**config.mk**
```make
export PLATFORM = sky130hd
export DESIGN_NAME = mux_sel_sequencer
export DESIGN_NICKNAME = d
export VERILOG_FILES = /design/src/rtl/mux_sel_sequencer.sv
export SDC_FILE = /design/constraint.sdc
export NUM_CORES = 1
export LEC_CHECK = 0
export CAP_MARGIN = 20
export CELL_PAD_IN_SITES_DETAIL_PLACEMENT = 1
export CELL_PAD_IN_SITES_GLOBAL_PLACEMENT = 1
export CORE_MARGIN = 2
export CORE_UTILIZATION = 49
export CTS_BUF_LIST = sky130_fd_sc_hd__clkbuf_4 sky130_fd_sc_hd__clkbuf_8
export DETAILED_ROUTE_END_ITERATION = 16
export DONT_BUFFER_PORTS = 1
export HOLD_SLACK_MARGIN = 0.1
export PLACE_DENSITY_LB_ADDON = 0.1
export SLEW_MARGIN = 20
export SYNTH_ARGS = -nofsm -noshare
export SYNTH_HDL_FRONTEND = slang
export SYNTH_SLANG_ARGS = --single-unit
```
**constraint.sdc**
```tcl
create_clock -name clk -period 2.9 [get_ports clk]
set_clock_uncertainty 0.1 [all_clocks]
set_input_delay 0.58 -clock clk [delete_from_list [all_inputs] [get_ports clk]]
set_output_delay 0.58 -clock clk [all_outputs]
set_load 0.05 [all_outputs]
```
**src/rtl/mux_sel_sequencer.sv**
```systemverilog
// Walks an external 8:1 mux through every select value, waits for the mux output
// to settle, and streams the sampled bits out LSB first with a valid/ready/last handshake.
module mux_sel_sequencer #(
    parameter int WIDTH = 8,
    parameter int SEL_W = 3,
    parameter int DWELL = 1
) (
    input  logic             clk,
    input  logic             rst_n,
    input  logic             load_valid,
    output logic             load_ready,
    input  logic [WIDTH-1:0] load_data,
    output logic [WIDTH-1:0] mux_in,
    output logic [SEL_W-1:0] mux_sel,
    input  logic             mux_out,
    output logic             ser_valid,
    input  logic             ser_ready,
    output logic             ser_data,
    output logic             ser_last,
    output logic             busy
);

    typedef enum logic [1:0] {
        IDLE   = 2'd0,
        SETTLE = 2'd1,
        EMIT   = 2'd2
    } state_t;

    localparam logic [3:0]       DWELL_CNT = 4'(DWELL);
    localparam logic [SEL_W-1:0] SEL_LAST  = SEL_W'(WIDTH - 1);

    state_t             state_reg, state_next;
    logic [3:0]         cnt_reg, cnt_next;
    logic [WIDTH-1:0]   mux_in_reg, mux_in_next;
    logic [SEL_W-1:0]   sel_reg, sel_next;
    logic               valid_reg, valid_next;
    logic               data_reg, data_next;
    logic               last_reg, last_next;
    logic               busy_reg, busy_next;
    logic               load_fire;

    // A new word may also be taken on the final-bit handshake so words run back to back.
    // Gating with rst_n keeps load_ready low for the whole time reset is held.
    assign load_ready = rst_n & ((state_reg == IDLE) |
                                 ((state_reg == EMIT) & last_reg & ser_ready));
    assign load_fire  = load_valid & load_ready;

    always_comb begin
        state_next  = state_reg;
        cnt_next    = cnt_reg;
        mux_in_next = mux_in_reg;
        sel_next    = sel_reg;
        valid_next  = valid_reg;
        data_next   = data_reg;
        last_next   = last_reg;

        case (state_reg)
            IDLE: begin
                if (load_fire) begin
                    mux_in_next = load_data;
                    sel_next    = '0;
                    cnt_next    = DWELL_CNT;
                    state_next  = SETTLE;
                end
            end
            SETTLE: begin
                cnt_next = cnt_reg - 4'd1;
                if (cnt_reg == 4'd1) begin
                    data_next  = mux_out;
                    valid_next = 1'b1;
                    last_next  = (sel_reg == SEL_LAST);
                    state_next = EMIT;
                end
            end
            EMIT: begin
                if (ser_ready) begin
                    valid_next = 1'b0;
                    if (!last_reg) begin
                        sel_next   = sel_reg + SEL_W'(1);
                        cnt_next   = DWELL_CNT;
                        state_next = SETTLE;
                    end else begin
                        last_next = 1'b0;
                        if (load_fire) begin
                            mux_in_next = load_data;
                            sel_next    = '0;
                            cnt_next    = DWELL_CNT;
                            state_next  = SETTLE;
                        end else begin
                            state_next = IDLE;
                        end
                    end
                end
            end
            default: state_next = IDLE;
        endcase

        busy_next = (state_next != IDLE);
    end

    always_ff @(posedge clk or negedge rst_n) begin
        if (!rst_n) begin
            state_reg  <= IDLE;
            cnt_reg    <= '0;
            mux_in_reg <= '0;
            sel_reg    <= '0;
            valid_reg  <= 1'b0;
            data_reg   <= 1'b0;
            last_reg   <= 1'b0;
            busy_reg   <= 1'b0;
        end else begin
            state_reg  <= state_next;
            cnt_reg    <= cnt_next;
            mux_in_reg <= mux_in_next;
            sel_reg    <= sel_next;
            valid_reg  <= valid_next;
            data_reg   <= data_next;
            last_reg   <= last_next;
            busy_reg   <= busy_next;
        end
    end

    assign mux_in    = mux_in_reg;
    assign mux_sel   = sel_reg;
    assign ser_valid = valid_reg;
    assign ser_data  = data_reg;
    assign ser_last  = last_reg;
    assign busy      = busy_reg;

endmodule

```
======== Yosys cells after proc, flatten, opt, wreduce, memory -nomap -nowiden ========
Cells that the tools add are included.
W data, S select, Z words.
storage, ports and cells
  logic and storage cells ................. 55
  register bits after elaboration ......... 21
operators by class
  equal/unequal tests ..................... 7
  mux-type cells .......................... 23
  $add $sub $neg .......................... 2
  bitwise operators ....................... 5
  reductions and logical operators ........ 10
operators with widths
  operator               number
  $mux W8                3
  $pmux W8 S2            1
  $mux W4                3
  $pmux W4 S3            1
  $mux W3                3
  $mux W2                3
  $ne A2 B2 Y1 const B   3
  $pmux W2 S3            1
  $pmux W3 S2            1
  $reduce_and A2 Y1      3
  $reduce_and A3 Y1      2
  $reduce_bool A2 Y1     3
  $mux W1                5
  $and A1 B1 Y1          4
  $eq A4 B1 Y1 const B   1
  $pmux W1 S2            2
  $sub A4 B1 Y4 const B  1
  $add A3 B1 Y3 const B  1
  $eq A3 B3 Y1 const B   1
  $reduce_bool A3 Y1     1
  $eq A2 B1 Y1 const B   1
  $eq A2 B2 Y1 const B   1
  $logic_not A2 Y1       1
  $or A1 B1 Y1           1

======== Depth between registers and ports, before layout ========
  depth after elaboration ................. 11
  gate-level depth with buffers ........... 7

======== Worst setup path after synthesis ========
No wires, ideal clock.
  path type ............................... reg-to-output
  start ................................... register last_reg (netlist: ser_last)
  end ..................................... output port load_ready
  data arrival time ....................... 1666 ps
  data required time ...................... 2220 ps
  buffers on the path ..................... 1
  stages on the path, launching flop included .. 4
  setup slack ............................. 554 ps
  cell sequence ........................... dfrtp_1 > buf_2 > a31oi_1 > nor2b_1
on the way
  longest elaborated chain between the ends .. 4
ends and longest elaborated chain
  item                        line  source
  from (decl)                 38    logic last_reg, last_next;
  from (signal assigned)      118   last_reg <= last_next;
  $and A1 B1 Y1 (2 in a row)  45    ((state_reg == EMIT) & last_reg & ser_ready));
  $or A1 B1 Y1                44    assign load_ready = rst_n & ((state_reg == IDLE) |
  $and A1 B1 Y1               44
  to (decl)                   11    output logic load_ready,
Every way passes these cells.

======== Final worst setup path ========
  start ................................... register state_reg[0]
  end ..................................... output port load_ready
on the way
  longest elaborated chain between the ends .. 5
ends and longest elaborated chain
  item                        line  source
  from (decl)                 32    state_t state_reg, state_next;
  from (signal assigned)      112   state_reg <= state_next;
  $eq A2 B2 Y1                45
  $and A1 B1 Y1 (2 in a row)  45
  $or A1 B1 Y1 (*)            44
  $and A1 B1 Y1 (*)           44
Every way passes the cells marked *; elsewhere a longest branch is shown, timed or not.

==> results.tsv <==
metric	value	unit
outcome	complete, no violations	
gr usage total	0.2060	
FF/Latch Area	525.5	um^2
setup_tns	0	ns
multi-input logic area	570.5	um^2
DP Area	1172	um^2
Fin. Hold Viols	0	
I/O pin cnt	29	
FF+latch count, synth	21	
CTS root buffer	clkbuf_4	
DP HPWL	1.866	mm
setup violators final	0	
design area	1205	um^2
drt wl/cell	17.46	um
largest cells by area after synthesis	dfrtp_1, ha_1, mux2_2	
share of layout cells above drive strength 1	0.2018	
global placement routability congestion	0.8028	
Synth cell types	30	
ordered list of cells on the worst path	inv_1 > ha_1 > a31oi_1 > nor2b_1 > buf_4	
total of max-cap violations	0	
via count	811	
Worst-path clk slew	0.12	ns
Initial Util	0.5168	
fin crit share	0.8429	
worst hold path type	in2async	
die extent in y	52.07	um
Vias/cell	5.920	
die width	52.07	um
Net Count, Synth	126	
CTS H-tree depth	1	
Worst-Skew Late Latency	0.30	ns
routed wire length	2.392	mm
Clock Sinks	21	
initial antenna violation count	0	
cts hold-fix bufs	1	
post-CTS setup buffer count	0	
drt drc	0	
crit start category	register	
Mapped Area	1132	um^2
Die ar.	2711	um^2
fmax	0.4091	GHz
Antenna Diode Count	0	
Synth top area share	0.4641	
CTS tree	built	
first-pass GRT wire length	3.981	mm
global route overflow	0	
Critical Path Sink Type	primary output	
Crit path largest cell delay	0.46	ns
reg2reg start	state_reg[0]	
Antenna Nets Post-Route	0	
R2R depth	5	
slowest cell on the critical path	dfrtp_1	
total power	1.445	mW
TritonCTS Buffers	3	
FP Rows	17	
post-layout min period	2.444	ns
normalized max-slew margin	0.6462	
Least-Margin Pin Slew	0.5308	ns
RSZ-0062 raised after global routing	no	
Post-CTS Resized	0	
CTS max path bufs	2	
peak supply drop	0.0006455	V
Core ar.	2191	um^2
PwrDens	1199	nW/um^2
Area Growth Syn to Fin	6.409	%
CP Class	reg2out	
Final Max Tran Viols	0	
max reg flops	8	
Filler Cell Count	241	
Initial DRC Count	10	
WP buf/inv	2	
Worst EP required	2.22	ns
Post-Synthesis Cells	104	
First-pass DRT Iterations	4	
reg2reg setup slack	0.87	ns
Syn. warnings	0	
Leak Pwr	0.5410	nW
vias in the first global route	860	
syn_area_per_cell	10.89	um^2
Critical Path Fanout Max	11	
critical path arrival	1.76	ns
r2r endpoint	mux_in[2]	
sequential share of the synthesized area	0.4641	
Synth area leader	dfrtp_1	
largest net degree at the start of global routing	22	
CP delay by family, top	flip-flops	
buffers added on ports	0	
# nets final	132	
## metal layers
metal | up-vias | track usage | routed length (um)
met3 | 5 | 0.04310 | 131
met1 | 406 | 0.2603 | 988
li1 | 380 | - | -
met5 | - | 0 | 0
met4 | 0 | 0.09211 | 42
met2 | 20 | 0.3376 | 1230
## synthesized netlist by cell type
master	number
o2bb2ai_1	2
nor2b_1	4
or2b_1	1
or3_1	1
nor2_1	9
a21boi_0	1
and3_2	1
inv_1	7
a21oi_4	1
mux2_2	10
dfrtp_1	21
a31oi_1	1
nor4_1	1
a22o_1	3
a21oi_1	6
o21ai_0	4
o22ai_1	2
nor2_2	1
a311o_1	1
nand3_1	1
a211oi_2	1
o21ai_1	1
nor3b_4	1
nand2_1	6
a311oi_1	1
ha_1	9
buf_2	2
nand2b_1	2
a211oi_1	2
or2_1	1
## logic make-up (layout without fill, tap and decap cells)
family,after synthesis,in the layout,share of synthesized area
compound gates,26,26,0.1658
buf+inv,9,14,0.03205
fa+ha+maj,9,9,0.09945
mux,10,10,0.09945
simple gates,29,29,0.1392
flops,21,21,0.4641
## area by class of cell
class	count	share of cell area
multi-input cells	74	0.4735
well taps	28	0.02908
repair buffers	3	0.01661
flip-flops and latches	21	0.4361
clock inverters	1	0.004154
clock buffers	3	0.01869
inverters	7	0.02181
## power breakdown
part           internal, mW  leakage (nW)  switching, mW
logic                 0.230         0.263          0.261
registers             0.403         0.260          0.412
clock network        0.0515        0.0177         0.0880
total                 0.684         0.541          0.761
## placed cells by master, fill, tap and decap left out, types with 3 or more instances in the layout
master,instances
dfrtp_1,21
mux2_2,10
nor2_1,9
ha_1,9
inv_1,7
nand2_1,6
a21oi_1,6
nor2b_1,4
o21ai_0,4
a22o_1,3
clkbuf_4,3
## per-stage QoR
stage          hold slack [ns]  worst slack, ns  instances  utilization
6_report               0.09853           0.4556        137       0.5500
5_1_grt                 0.1350           0.3426        137       0.5500
4_1_cts                 0.2991           0.4632        137       0.5523
3_5_place_dp            0.1849           0.8222        132       0.5351
3_3_place_gp            0.1848           0.8977        132       0.5351
2_1_floorplan           0.1844           0.5539        104            -
## how the worst max path moves through the flow
| stage | from | to | slack (ns) | cells after the start |
|---|---|---|---|---|
| 2_1_floorplan | ser_last | load_ready | 0.55 | 3 |
| 3_3_place_gp | state_reg[0] | load_ready | 0.90 | 5 |
| 3_5_place_dp | state_reg[0] | load_ready | 0.82 | 5 |
| 4_1_cts | state_reg[0] | load_ready | 0.46 | 5 |
| 5_1_grt | state_reg[0] | load_ready | 0.34 | 5 |
| 6_report | state_reg[0] | load_ready | 0.46 | 5 |
Power figures use the tool's default switching activity.
